[src/rtl/uart_tx_peripheral.sv]
// uart_tx_peripheral: memory-mapped UART transmitter with a byte FIFO.
// DATA at BASE_ADDRESS (store pushes a byte), STATUS at BASE_ADDRESS+4.
// Ports: clk24/rst (async active-high), memory_address, memory_write_value,
//   memory_write_sections (store bus), read_value/read_selected (registered
//   read port), uart_tx (serial line, idle high), irq (level interrupt).
// Optional macro UART_TX_IRQ_EN enables irq_enable and the irq output.
module uart_tx_peripheral #(
    parameter logic [31:0] BASE_ADDRESS = 32'h80000018,
    parameter int          CLKS_PER_BIT = 208,
    parameter int          FIFO_DEPTH   = 8
) (
    input  logic        clk24,
    input  logic        rst,
    input  logic [31:0] memory_address,
    input  logic [31:0] memory_write_value,
    input  logic [3:0]  memory_write_sections,
    output logic [31:0] read_value,
    output logic        read_selected,
    output logic        uart_tx,
    output logic        irq
);

    localparam int          AW             = $clog2(FIFO_DEPTH);
    localparam logic [15:0] BAUD_LAST      = 16'(CLKS_PER_BIT - 1);
    localparam logic [31:0] STATUS_ADDRESS = BASE_ADDRESS + 32'd4;

    localparam logic [1:0] IDLE  = 2'd0;
    localparam logic [1:0] START = 2'd1;
    localparam logic [1:0] DATA  = 2'd2;
    localparam logic [1:0] STOP  = 2'd3;

    logic [7:0]    fifo_mem [FIFO_DEPTH];
    logic [AW-1:0] wr_ptr;
    logic [AW-1:0] rd_ptr;
    logic [AW:0]   count;

    logic [1:0]  state;
    logic [15:0] baud_cnt;
    logic [2:0]  bit_idx;
    logic [7:0]  shift;

    logic        overflow;
    logic        irq_enable;

    logic        data_hit;
    logic        status_hit;
    logic        fifo_empty;
    logic        fifo_full;
    logic        baud_done;
    logic        busy;
    logic        push_req;
    logic        push;
    logic        pop;
    logic [31:0] count_ext;
    logic [3:0]  count_sat;
    logic [31:0] status_word;
    logic        unused_bits;

    assign data_hit   = memory_address[31:2] == BASE_ADDRESS[31:2];
    assign status_hit = memory_address[31:2] == STATUS_ADDRESS[31:2];
    assign fifo_empty = count == '0;
    assign fifo_full  = count == (AW+1)'(FIFO_DEPTH);
    assign baud_done  = baud_cnt == BAUD_LAST;
    assign busy       = state != IDLE;

    // The FSM takes a byte whenever it is ready for a new frame.
    assign pop = ((state == IDLE) || ((state == STOP) && baud_done))
                 && !fifo_empty;

    // A push into a full FIFO still fits if a pop frees a slot this cycle.
    assign push_req = data_hit && memory_write_sections[0];
    assign push     = push_req && (!fifo_full || pop);

    assign count_ext = 32'(count);
    assign count_sat = (count_ext > 32'd15) ? 4'hF : count_ext[3:0];

    assign status_word = {20'b0, count_sat, 3'b0, irq_enable,
                          overflow, busy, fifo_full, fifo_empty};

    assign unused_bits = ^{memory_address[1:0], memory_write_sections[3:1],
                           memory_write_value[31:8], memory_write_value[4]};

    always_ff @(posedge clk24) begin
        if (push) begin
            fifo_mem[wr_ptr] <= memory_write_value[7:0];
        end
    end

    always_ff @(posedge clk24 or posedge rst) begin
        if (rst) begin
            wr_ptr <= '0;
            rd_ptr <= '0;
            count  <= '0;
        end else begin
            if (push) begin
                wr_ptr <= wr_ptr + AW'(1);
            end
            if (pop) begin
                rd_ptr <= rd_ptr + AW'(1);
            end
            if (push && !pop) begin
                count <= count + (AW+1)'(1);
            end else if (pop && !push) begin
                count <= count - (AW+1)'(1);
            end
        end
    end

    always_ff @(posedge clk24 or posedge rst) begin
        if (rst) begin
            overflow <= 1'b0;
        end else if (push_req && fifo_full && !pop) begin
            overflow <= 1'b1;
        end else if (status_hit && memory_write_sections[0]
                     && memory_write_value[3]) begin
            overflow <= 1'b0;
        end
    end

`ifdef UART_TX_IRQ_EN
    always_ff @(posedge clk24 or posedge rst) begin
        if (rst) begin
            irq_enable <= 1'b0;
            irq        <= 1'b0;
        end else begin
            if (status_hit && memory_write_sections[0]) begin
                irq_enable <= memory_write_value[4];
            end
            irq <= irq_enable && fifo_empty && (state == IDLE);
        end
    end
`else
    assign irq_enable = 1'b0;
    assign irq        = 1'b0;
`endif

    always_ff @(posedge clk24 or posedge rst) begin
        if (rst) begin
            state    <= IDLE;
            baud_cnt <= '0;
            bit_idx  <= '0;
            shift    <= '0;
            uart_tx  <= 1'b1;
        end else begin
            case (state)
                IDLE: begin
                    baud_cnt <= '0;
                    if (pop) begin
                        shift   <= fifo_mem[rd_ptr];
                        state   <= START;
                        uart_tx <= 1'b0;
                    end else begin
                        uart_tx <= 1'b1;
                    end
                end
                START: begin
                    if (baud_done) begin
                        baud_cnt <= '0;
                        bit_idx  <= '0;
                        state    <= DATA;
                        uart_tx  <= shift[0];
                    end else begin
                        baud_cnt <= baud_cnt + 16'd1;
                    end
                end
                DATA: begin
                    if (baud_done) begin
                        baud_cnt <= '0;
                        if (bit_idx == 3'd7) begin
                            state   <= STOP;
                            uart_tx <= 1'b1;
                        end else begin
                            bit_idx <= bit_idx + 3'd1;
                            shift   <= shift >> 1;
                            uart_tx <= shift[1];
                        end
                    end else begin
                        baud_cnt <= baud_cnt + 16'd1;
                    end
                end
                default: begin
                    if (baud_done) begin
                        baud_cnt <= '0;
                        // Chain straight into the next frame when data waits.
                        if (pop) begin
                            shift   <= fifo_mem[rd_ptr];
                            state   <= START;
                            uart_tx <= 1'b0;
                        end else begin
                            state   <= IDLE;
                            uart_tx <= 1'b1;
                        end
                    end else begin
                        baud_cnt <= baud_cnt + 16'd1;
                    end
                end
            endcase
        end
    end

    always_ff @(posedge clk24 or posedge rst) begin
        if (rst) begin
            read_selected <= 1'b0;
            read_value    <= '0;
        end else if (status_hit) begin
            read_selected <= 1'b1;
            read_value    <= status_word;
        end else if (data_hit) begin
            read_selected <= 1'b1;
            read_value    <= '0;
        end else begin
            read_selected <= 1'b0;
            read_value    <= '0;
        end
    end

endmodule

[config.mk]
export PLATFORM = sky130hd
export DESIGN_NAME = uart_tx_peripheral
export DESIGN_NICKNAME = d
export VERILOG_FILES = /design/src/rtl/uart_tx_peripheral.sv
export SDC_FILE = /design/constraint.sdc
export NUM_CORES = 1
export LEC_CHECK = 0
export CORE_MARGIN = 3
export CORE_UTILIZATION = 45
export CTS_CLUSTER_SIZE = 16
export DETAILED_ROUTE_END_ITERATION = 8
export PLACE_DENSITY = 0.75
export SLEW_MARGIN = 20
export SYNTH_ARGS = -nofsm -noshare
export SYNTH_HDL_FRONTEND = slang
export SYNTH_SLANG_ARGS = --single-unit
[constraint.sdc]
create_clock -name clk24 -period 2.6 [get_ports clk24]
set_clock_uncertainty 0.15 [all_clocks]
set_input_delay 0.52 -clock clk24 [delete_from_list [all_inputs] [get_ports clk24]]
set_output_delay 0.52 -clock clk24 [all_outputs]
set_load 0.05 [all_outputs]
==> reports/qor.txt <==
Top-count cell post-synth: edfxtp_1
Initial Util: 46.9%
Reg clk slew, reported paths: 50 ps
Num CTS Buffers: 17
Hold_buf cts: 0
Synth Instances: 367
Initial antenna violation count: 0
Post-synth top cells: edfxtp_1 (64), dfrtp_1 (49), nor2_1 (31)
Slew HR: 65.3%
Drt first pass iters: 4
Die H: 113 um
Site Rows: 38
Setup WS pre-CTS: -680 ps
Die width: 113 um
Crit-path max FO: 3
Top cells by area, synth: edfxtp_1 (37%), dfrtp_1 (24%), mux4_2 (6.9%)
Clock Sinks: 114
Final routed DRC violation total: 0
Core ar.: 11,100 um2
Worst setup margin: -141 ps
First-pass GRT wire length: 17.2 mm
Ys async rst share: 43.9%
Longest Clk Path Bufs: 2
Worst Tran Pin Value: 520 ps
Mean Syn Cell Area: 14.2 um2
Placer Congestion: 0.783
Minimum clock period: 2740 ps
Crit Path Category: flip-flop to flip-flop
H-Tree Depth: 4
Fmax achieved: 0.365 GHz
Critical path's slowest cell: dfrtp_1
Register area share after synthesis: 61.1%
TritonCTS clock tree: yes
HP Class: input pin to asynchronous set/reset pin
Ys flop type: edfxtp_1
Design area: 6930 um2
Vias: 3,353
Crit path DAT: 2880 ps
Post-synth cell types: 50
Drt via density: 5.26
CP peak stage delay: 350 ps
Total congestion overflow: 0
Final slew viol count: 0
Routed wire length: 10.4 mm
Clock Root Buffer: clkbuf_16
Syn Std Cell Area: 5200 um2
WL per Instance: 16.3 um
Pleak: 0.00277 uW
GRT Util Overall: 17.2%
Peak VDD IR: 426 uV
Cells along the critical path: ha_1, nor4b_2, nand4_1, a21oi_2, nand3_2, inv_2, ha_4, inv_4, ha_4, a21o_1, a21oi_2, xnor2_1, nor2_1, xor2_1
Num ports: 105
Final setup violation count: 11
Share of cells above drive strength 1: 27.9%
Antenna Nets Post-Route: 0
Post-synth EDFFs: 64
Area added between synthesis and finish: 33.3%
Vias in the first global route: 3,552
Pwr dens: 626 nW/um2
CP endpoint kind: flip-flop
Top cell type by total area after synthesis: edfxtp_1
Crit share post-route: 105%
Largest net degree at the start of global routing: 26
Die ar.: 12,900 um2
Run status: finished, violations left
Cell area after placement: 6160 um2
Synth warn: 0
DRT iter0 DRCs: 183
HPWL Detailed: 6.98 mm
Critical path required time: 2740 ps
Final net count: 568
Failing checks: negative setup slack
Area share of the largest cell type after synthesis: 37.0%
Clk_lat worst skew: 400 ps
Final Hold Viols: 0
Fillers: 806
Flops & latches, synth: 114
Inserted Diodes: 0
Maxcap violations: 0
Startpoint types: flip-flop
Port Buffers: 50
RSZ-0062 raised after global routing: yes
==> state kept, by name (all words and copies together), names as in the netlist <==
register	cells
read_selected	1
count	4
state	2
rd_ptr	3
wr_ptr	3
bit_idx	3
overflow	1
read_value	8
baud_cnt	16
shift	8
uart_tx	1
fifo_mem	64
==> path summary, 6_finish.rpt <==
kind                                 startpoint                       end  slack [ps]  cells past startpoint
min                                         rst  read_value[11]$_DFF_PP0_         330                      2
min in group clk24         shift[3]$_DFFE_PP0P_      shift[3]$_DFFE_PP0P_         350                      1
min reg2reg                shift[3]$_DFFE_PP0P_      shift[3]$_DFFE_PP0P_         350                      1
max                        state[0]$_DFFE_PP0P_      count[3]$_DFFE_PP0P_        -140                     14
max reg2reg                state[0]$_DFFE_PP0P_      count[3]$_DFFE_PP0P_        -140                     14
max in group asynchronous                   rst     rd_ptr[1]$_DFFE_PP0N_        1350                      3
==> final cells by class <==
cell class                 count  area, um2  area share [%]
timing repair buffer         111        988            14.3
sequential                   114       3170            45.8
clock inverter                15        158            2.28
multi-input combinational    234       1980            28.6
tap                          140        175            2.53
clock buffer                  17        425            6.14
inverter                       7       28.8           0.415
==> cells by family after synthesis <==
| logic type | synth area share, % |
|---|---|
| AO/OA/AOI/OAI | 4.31 |
| flip-flops | 61.1 |
| buffers and inverters | 5.22 |
| other | 0.0721 |
| XOR/XNOR | 3.54 |
| adder cells (fa/ha/maj) | 3.27 |
| multiplexers | 11.5 |
| AND/OR/NAND/NOR | 11.0 |
==> timing repair <==
item / in CTS / in global routing
endpoints found under the setup margin: 3 / 67
gates resized for setup: 14 / 16
pin swaps: 11 / 8
buffers inserted: 3 / 3
==> per-stage QoR <==
stage	util [%]	setup TNS (ps)	total power [uW]	instances	hold WS (ps)
finish	62.5	-488	4340	638	325
CTS	61.7	-1580	4370	635	329
floorplan	-	-991	2070	391	298
global route	62.5	-4710	4480	638	373
detailed placement	55.6	-18030	2130	601	337
global placement	55.6	-12250	2130	601	324
==> report_power, final <==
part | switching (uW) | internal, uW | leakage (uW) | total, uW
Clock | 829 | 1410 | 0.000279 | 2240
Combinational | 120 | 60.2 | 0.00127 | 180
Sequential | 0.00000626 | 1910 | 0.00122 | 1910
Total | 948 | 3390 | 0.00277 | 4340
==> routing by layer <==
layer  track usage [%]  vias up  wire, um
li1                  -     1552         -
met1              21.0     1673      4190
met2              29.1      110      5440
met3              4.51       18       561
met4              7.29        0       227
met5                 0        -         0
==> cells in the final DEF, fill, tap and decap left out, drive strengths merged, types with 12 or more instances in the layout <==
master         count
clkdlybuf4s50     50
mux4              16
nand2             24
dfrtp             49
conb              25
nor2              31
edfxtp            64
clkbuf            17
buf               61
ha                12
mux2              13
==> critical path: cells and delay by family (launching register included) <==
family          cells  cell delay, ps
flops               1             350
xor+xnor            2             260
fa+ha+maj           3             560
simple gates        4             630
compound gates      3             550
buf+inv             2             120
Power figures use the tool's default switching activity.
